==> config.mk <==
export PLATFORM = sky130hd
export DESIGN_NAME = arb8_rr_ctrl
export DESIGN_NICKNAME = d
export VERILOG_FILES = /design/src/rtl/arb_pkg.sv /design/src/rtl/hex7seg.sv /design/src/rtl/rr_prio_enc8.sv /design/src/rtl/arb8_rr_ctrl.sv
export SDC_FILE = /design/constraint.sdc
export NUM_CORES = 1
export LEC_CHECK = 0
export ABC_AREA = 1
export CAP_MARGIN = 20
export CORE_MARGIN = 1.5
export CORE_UTILIZATION = 30
export CTS_BUF_LIST = sky130_fd_sc_hd__clkbuf_4
export DETAILED_ROUTE_END_ITERATION = 7
export GPL_ROUTABILITY_DRIVEN = 0
export PLACE_DENSITY = 0.49
export SLEW_MARGIN = 10
export SYNTH_ARGS = -nofsm -noshare
export SYNTH_HDL_FRONTEND = slang
export SYNTH_HIERARCHICAL = 1
export SYNTH_SLANG_ARGS = --single-unit
==> constraint.sdc <==
create_clock -name clk -period 4.8 [get_ports clk]
set_input_delay 1.44 -clock clk [delete_from_list [all_inputs] [get_ports clk]]
set_output_delay 1.44 -clock clk [all_outputs]
set_load 0.02 [all_outputs]
==> src/rtl/arb_pkg.sv <==
// arb_pkg: shared constants, state encoding and default hold limit for the arbiter.
package arb_pkg;
  localparam int NUM_REQ = 8;
  localparam int ID_W = 3;
  localparam int DEF_MAX_HOLD = 15;
  typedef enum logic {IDLE, GRANT} state_t;
endpackage

==> src/rtl/hex7seg.sv <==
// hex7seg: hex digit to active-high seven-segment pattern, bit order gfedcba.
module hex7seg (
  input  logic [3:0] hex,
  output logic [6:0] seg
);
  always_comb begin
    case (hex)
      4'h0: seg = 7'h3F;
      4'h1: seg = 7'h06;
      4'h2: seg = 7'h5B;
      4'h3: seg = 7'h4F;
      4'h4: seg = 7'h66;
      4'h5: seg = 7'h6D;
      4'h6: seg = 7'h7D;
      4'h7: seg = 7'h07;
      4'h8: seg = 7'h7F;
      4'h9: seg = 7'h6F;
      4'hA: seg = 7'h77;
      4'hB: seg = 7'h7C;
      4'hC: seg = 7'h39;
      4'hD: seg = 7'h5E;
      4'hE: seg = 7'h79;
      default: seg = 7'h71;
    endcase
  end
endmodule

==> src/rtl/rr_prio_enc8.sv <==
// rr_prio_enc8: rotated priority encoder, first set req bit scanning upward from ptr (mod 8).
module rr_prio_enc8
  import arb_pkg::*;
(
  input  logic [NUM_REQ-1:0] req,
  input  logic [ID_W-1:0]    ptr,
  output logic               any,
  output logic [ID_W-1:0]    idx
);
  // Scan farthest offset first so the nearest set bit overwrites it last.
  always_comb begin
    any = 1'b0;
    idx = '0;
    for (int i = NUM_REQ - 1; i >= 0; i--) begin
      if (req[ptr + ID_W'(i)]) begin
        any = 1'b1;
        idx = ptr + ID_W'(i);
      end
    end
  end
endmodule

==> src/rtl/arb8_rr_ctrl.sv <==
// arb8_rr_ctrl: 8-way round-robin ownership arbiter with registered grant and 7-seg owner display.
// Define ARB_TIMEOUT_EN to force release after MAX_HOLD grant cycles.
module arb8_rr_ctrl
  import arb_pkg::*;
#(
  parameter int MAX_HOLD = DEF_MAX_HOLD
) (
  input  logic               clk,
  input  logic               rst_n,
  input  logic               en,
  input  logic [NUM_REQ-1:0] req,
  output logic [NUM_REQ-1:0] gnt,
  output logic               gnt_valid,
  output logic [ID_W-1:0]    gnt_id,
  output logic               timeout,
  output logic [7:0]         seg
);
  if (MAX_HOLD < 2 || MAX_HOLD > 255) begin : g_bad_hold
    $error("MAX_HOLD must be in 2..255");
  end
  state_t state, state_nx;
  logic [ID_W-1:0] ptr, ptr_nx, id_nx, win;
  logic [NUM_REQ-1:0] gnt_nx;
  logic to_nx, any, hold_done;
  logic [6:0] pat;
  rr_prio_enc8 u_enc (.req(req), .ptr(ptr), .any(any), .idx(win));
`ifdef ARB_TIMEOUT_EN
  logic [7:0] cnt;
  assign hold_done = (state == GRANT) && (cnt == 8'(MAX_HOLD));
  always_ff @(posedge clk) begin
    if (!rst_n || state_nx != GRANT) cnt <= '0;
    else cnt <= cnt + 8'd1;
  end
`else
  assign hold_done = 1'b0;
`endif
  // gnt_id doubles as the owner register while in GRANT; it is zero in IDLE.
  always_comb begin
    state_nx = state;
    id_nx = gnt_id;
    ptr_nx = ptr;
    to_nx = 1'b0;
    if (!en) begin
      state_nx = IDLE;
      id_nx = '0;
    end else if (state == IDLE) begin
      if (any) begin
        state_nx = GRANT;
        id_nx = win;
        ptr_nx = win + 3'd1;
      end
    end else if (!req[gnt_id] || hold_done) begin
      state_nx = IDLE;
      id_nx = '0;
      to_nx = req[gnt_id];
    end
  end
  assign gnt_nx = (state_nx == GRANT) ? 8'd1 << id_nx : '0;
  always_ff @(posedge clk) begin
    if (!rst_n) begin
      state <= IDLE;
      gnt <= '0;
      gnt_id <= '0;
      ptr <= '0;
      timeout <= 1'b0;
    end else begin
      state <= state_nx;
      gnt <= gnt_nx;
      gnt_id <= id_nx;
      ptr <= ptr_nx;
      timeout <= to_nx;
    end
  end
  assign gnt_valid = |gnt;
  hex7seg u_hex (.hex({1'b0, gnt_id}), .seg(pat));
  assign seg = gnt_valid ? {1'b1, ~pat} : 8'hFF;
endmodule

==> impl_results.md <==
* Final setup viols at 0
* Hold Buf Count CTS at 0
* Die ar. at 0.00656 mm2
* Clock period minus worst slack at 3.75 ns
* Worst setup margin at 1.05 ns
* WP data required at 3.36 ns
* RSZ-0062 raised after global routing: no
* DRC violations left at 0
* Critical path origin: gnt_id[0]
* Clk sinks at 15
* Number of H-tree levels at 1
* Cell area after synthesis at 0.00182 mm2
* Setup Buffers After CTS at 0
* Clk buf depth at 2
* Peak VDD IR at 0.245 mV
* Die Ht at 81.0 um
* Antenna Nets Post-Route at 0
* Crit. End Element: output pin
* CP Class: flop to output pin
* Drt via density at 4.74
* Vias in the first global route at 1697
* CP max FO at 12
* IO Pins at 32
* Worst-margin pin slew at 0.565 ns
* Startpoint Class: flop
* Avg Inst Size Synth at 6.31 um2
* Synth unique cells at 36
* Clock skew at 0.00231 ns
* Synth warn at 6
* Insertion delay to the later sink of the worst-skew pair at 0.28 ns
* Initial Util at 31.0%
* Max frequency at 266 MHz
* Fin Setup TNS at 0 ns
* Final WL at 4400 um
* Hold Fails Final Rpt at 0
* Post-CTS sizing at 0
* Total CTS buffers at 3
* Cell count after synthesis at 289
* Chip width at 81.0 um
* CP arrival at 2.31 ns
* Area Overhead vs Synth at 18.8%
* First-pass GRT wire length at 7600 um
* Reg-to-reg startpoint: ptr[1]
* Worst R2R Path Depth at 19
* Relative slew slack at 62.3%
* R2r endpoint: gnt[7]
* CTS tree: built
* Congestion Overflow GR at 0
* HPWL after DPL at 3610 um
* Synthesis-stage register bit count at 15
* Ant diodes at 0
* Starting DRT DRC Count at 88
* Sequential element share of the synthesized area at 16.5%
* Root Buffer: clkbuf_4
* End of the critical path: seg[3]
* IO Port Bufs at 29
* DR vias at 1848
* Fin. max-slew vios at 0
* Status: complete, no violations
* Share of layout cells above drive strength 1 at 19.4%
* MaxCap Viol Count at 0
* Drt wl/cell at 11.3 um
* Hold crit path type: flop to flop
* Part of the cycle the worst path needs at 78.2%
* Power per cell area at 736 mW/mm2
* GRT Util Overall at 14.5%
* Nets at 337
* Largest net degree at the start of global routing at 14
* LEAKAGE at 1.04 nW
* R2R Setup Slk at 1.69 ns
* Core ar. at 0.00589 mm2
* Setup WS pre-CTS at 1.02 ns
* Worst-path clk slew at 0.09 ns
* Initial antenna violation count at 0
* 1st-pass router iterations at 4
* Row count at 28
worst min-delay path by stage:
| stage | startpoint | endpoint | slack (ns) | depth (start not counted) |
|---|---|---|---|---|
| 6_report | state | ptr[2] | 0.67 | 3 |
| 5_1_grt | state | ptr[2] | 0.72 | 3 |
| 4_1_cts | state | ptr[2] | 0.67 | 3 |
| 3_5_place_dp | state | ptr[2] | 0.66 | 3 |
| 3_3_place_gp | state | ptr[2] | 0.68 | 3 |
| 2_1_floorplan | ptr[2] | ptr[2] | 0.46 | 2 |
kinds of logic after synthesis:
kind of cell	synth area share (%)
simple gates	55.6
buf+inv	11.5
compound gates	7.20
flops	16.5
fa+ha+maj	6.86
xor+xnor	1.99
other cells	0.412
sequential cells by signal (all words and copies together), names as in the netlist:
name,flops
gnt,8
gnt_id,3
ptr,3
state,1
power by group:
group	total, W	switching (W)	internal, W
clock network	0.0000724	0.0000415	0.0000310
registers	0.000221	0.0000700	0.000151
logic	0.00130	0.000802	0.000500
total	0.00160	0.000914	0.000682
worst max-delay path, cell delays in order (launching register included):
cell and delay, ns:
dfxtp_1 0.60, inv_1 0.19, ha_1 0.34, nand2_2 0.06, o21ai_1 0.06, nand2_1 0.07, nand2_1 0.05, nand2_1 0.05
clkdlybuf4s50_1 0.60
cells in the mapped netlist, drive strengths merged:
library cell / instances / area share, %
a211oi: 1 / 0.41
a21oi: 11 / 3.2
a31oi: 1 / 0.34
and2: 1 / 0.48
buf: 8 / 4.0
clkinv: 1 / 0.27
conb: 2 / 0.41
dfxtp: 15 / 16
ha: 10 / 6.9
inv: 32 / 7.3
nand2: 114 / 27
nand3: 52 / 20
nand4: 3 / 2.2
nor2: 22 / 5.1
nor3: 1 / 0.27
nor4: 3 / 1.0
o21ai: 8 / 2.4
o21bai: 2 / 0.82
xnor2: 1 / 1.5
xor2: 1 / 0.48
layout by cell type, fill, tap and decap left out, types with 2 or more instances in the layout:
master and n:
o21bai_1 2, inv_4 2, inv_1 21, nand2_1 95, clkbuf_4 3, conb_1 3, nand3_1 34, nand2_4 3
nand3_2 17, clkdlybuf4s50_1 29, a21oi_1 10, inv_2 8, o21ai_0 5, ha_1 10, nor4_1 3, nand2_2 16
nor2_1 20, clkinv_2 2, dfxtp_1 15, o21ai_1 2
metrics by stage:
step                      instance area, um2  total power, W  util [%]  cells  hold WS, ns
after detailed placement                2140         0.00152      36.4    386        0.661
final                                   2170         0.00160      36.8    390        0.667
after floorplan                         1830         0.00124         -    290        0.457
after global routing                    2170         0.00178      36.8    390        0.720
after global placement                  2140         0.00154      36.4    386        0.681
after CTS                               2170         0.00160      36.8    390        0.673
routing by layer:
layer	up-vias	GRT usage [%]	part of all wire [%]	wire, um
met3	6	1.24	4.1	181
met5	-	0	0	0
met2	48	24.2	44	1910
li1	980	-	-	-
met1	814	20.1	51	2250
met4	0	3.62	1.2	53
cell type report:
type,count,area [um2]
Timing Repair Buffer,29,290
Multi-Input combinational cell,234,1320
Tap cell,75,93.8
Fill cell,634,3720
Clock inverter,1,5.00
Sequential cell,15,300
Inverter,33,138
Clock buffer,3,22.5
(Power assumes the default switching activity.)
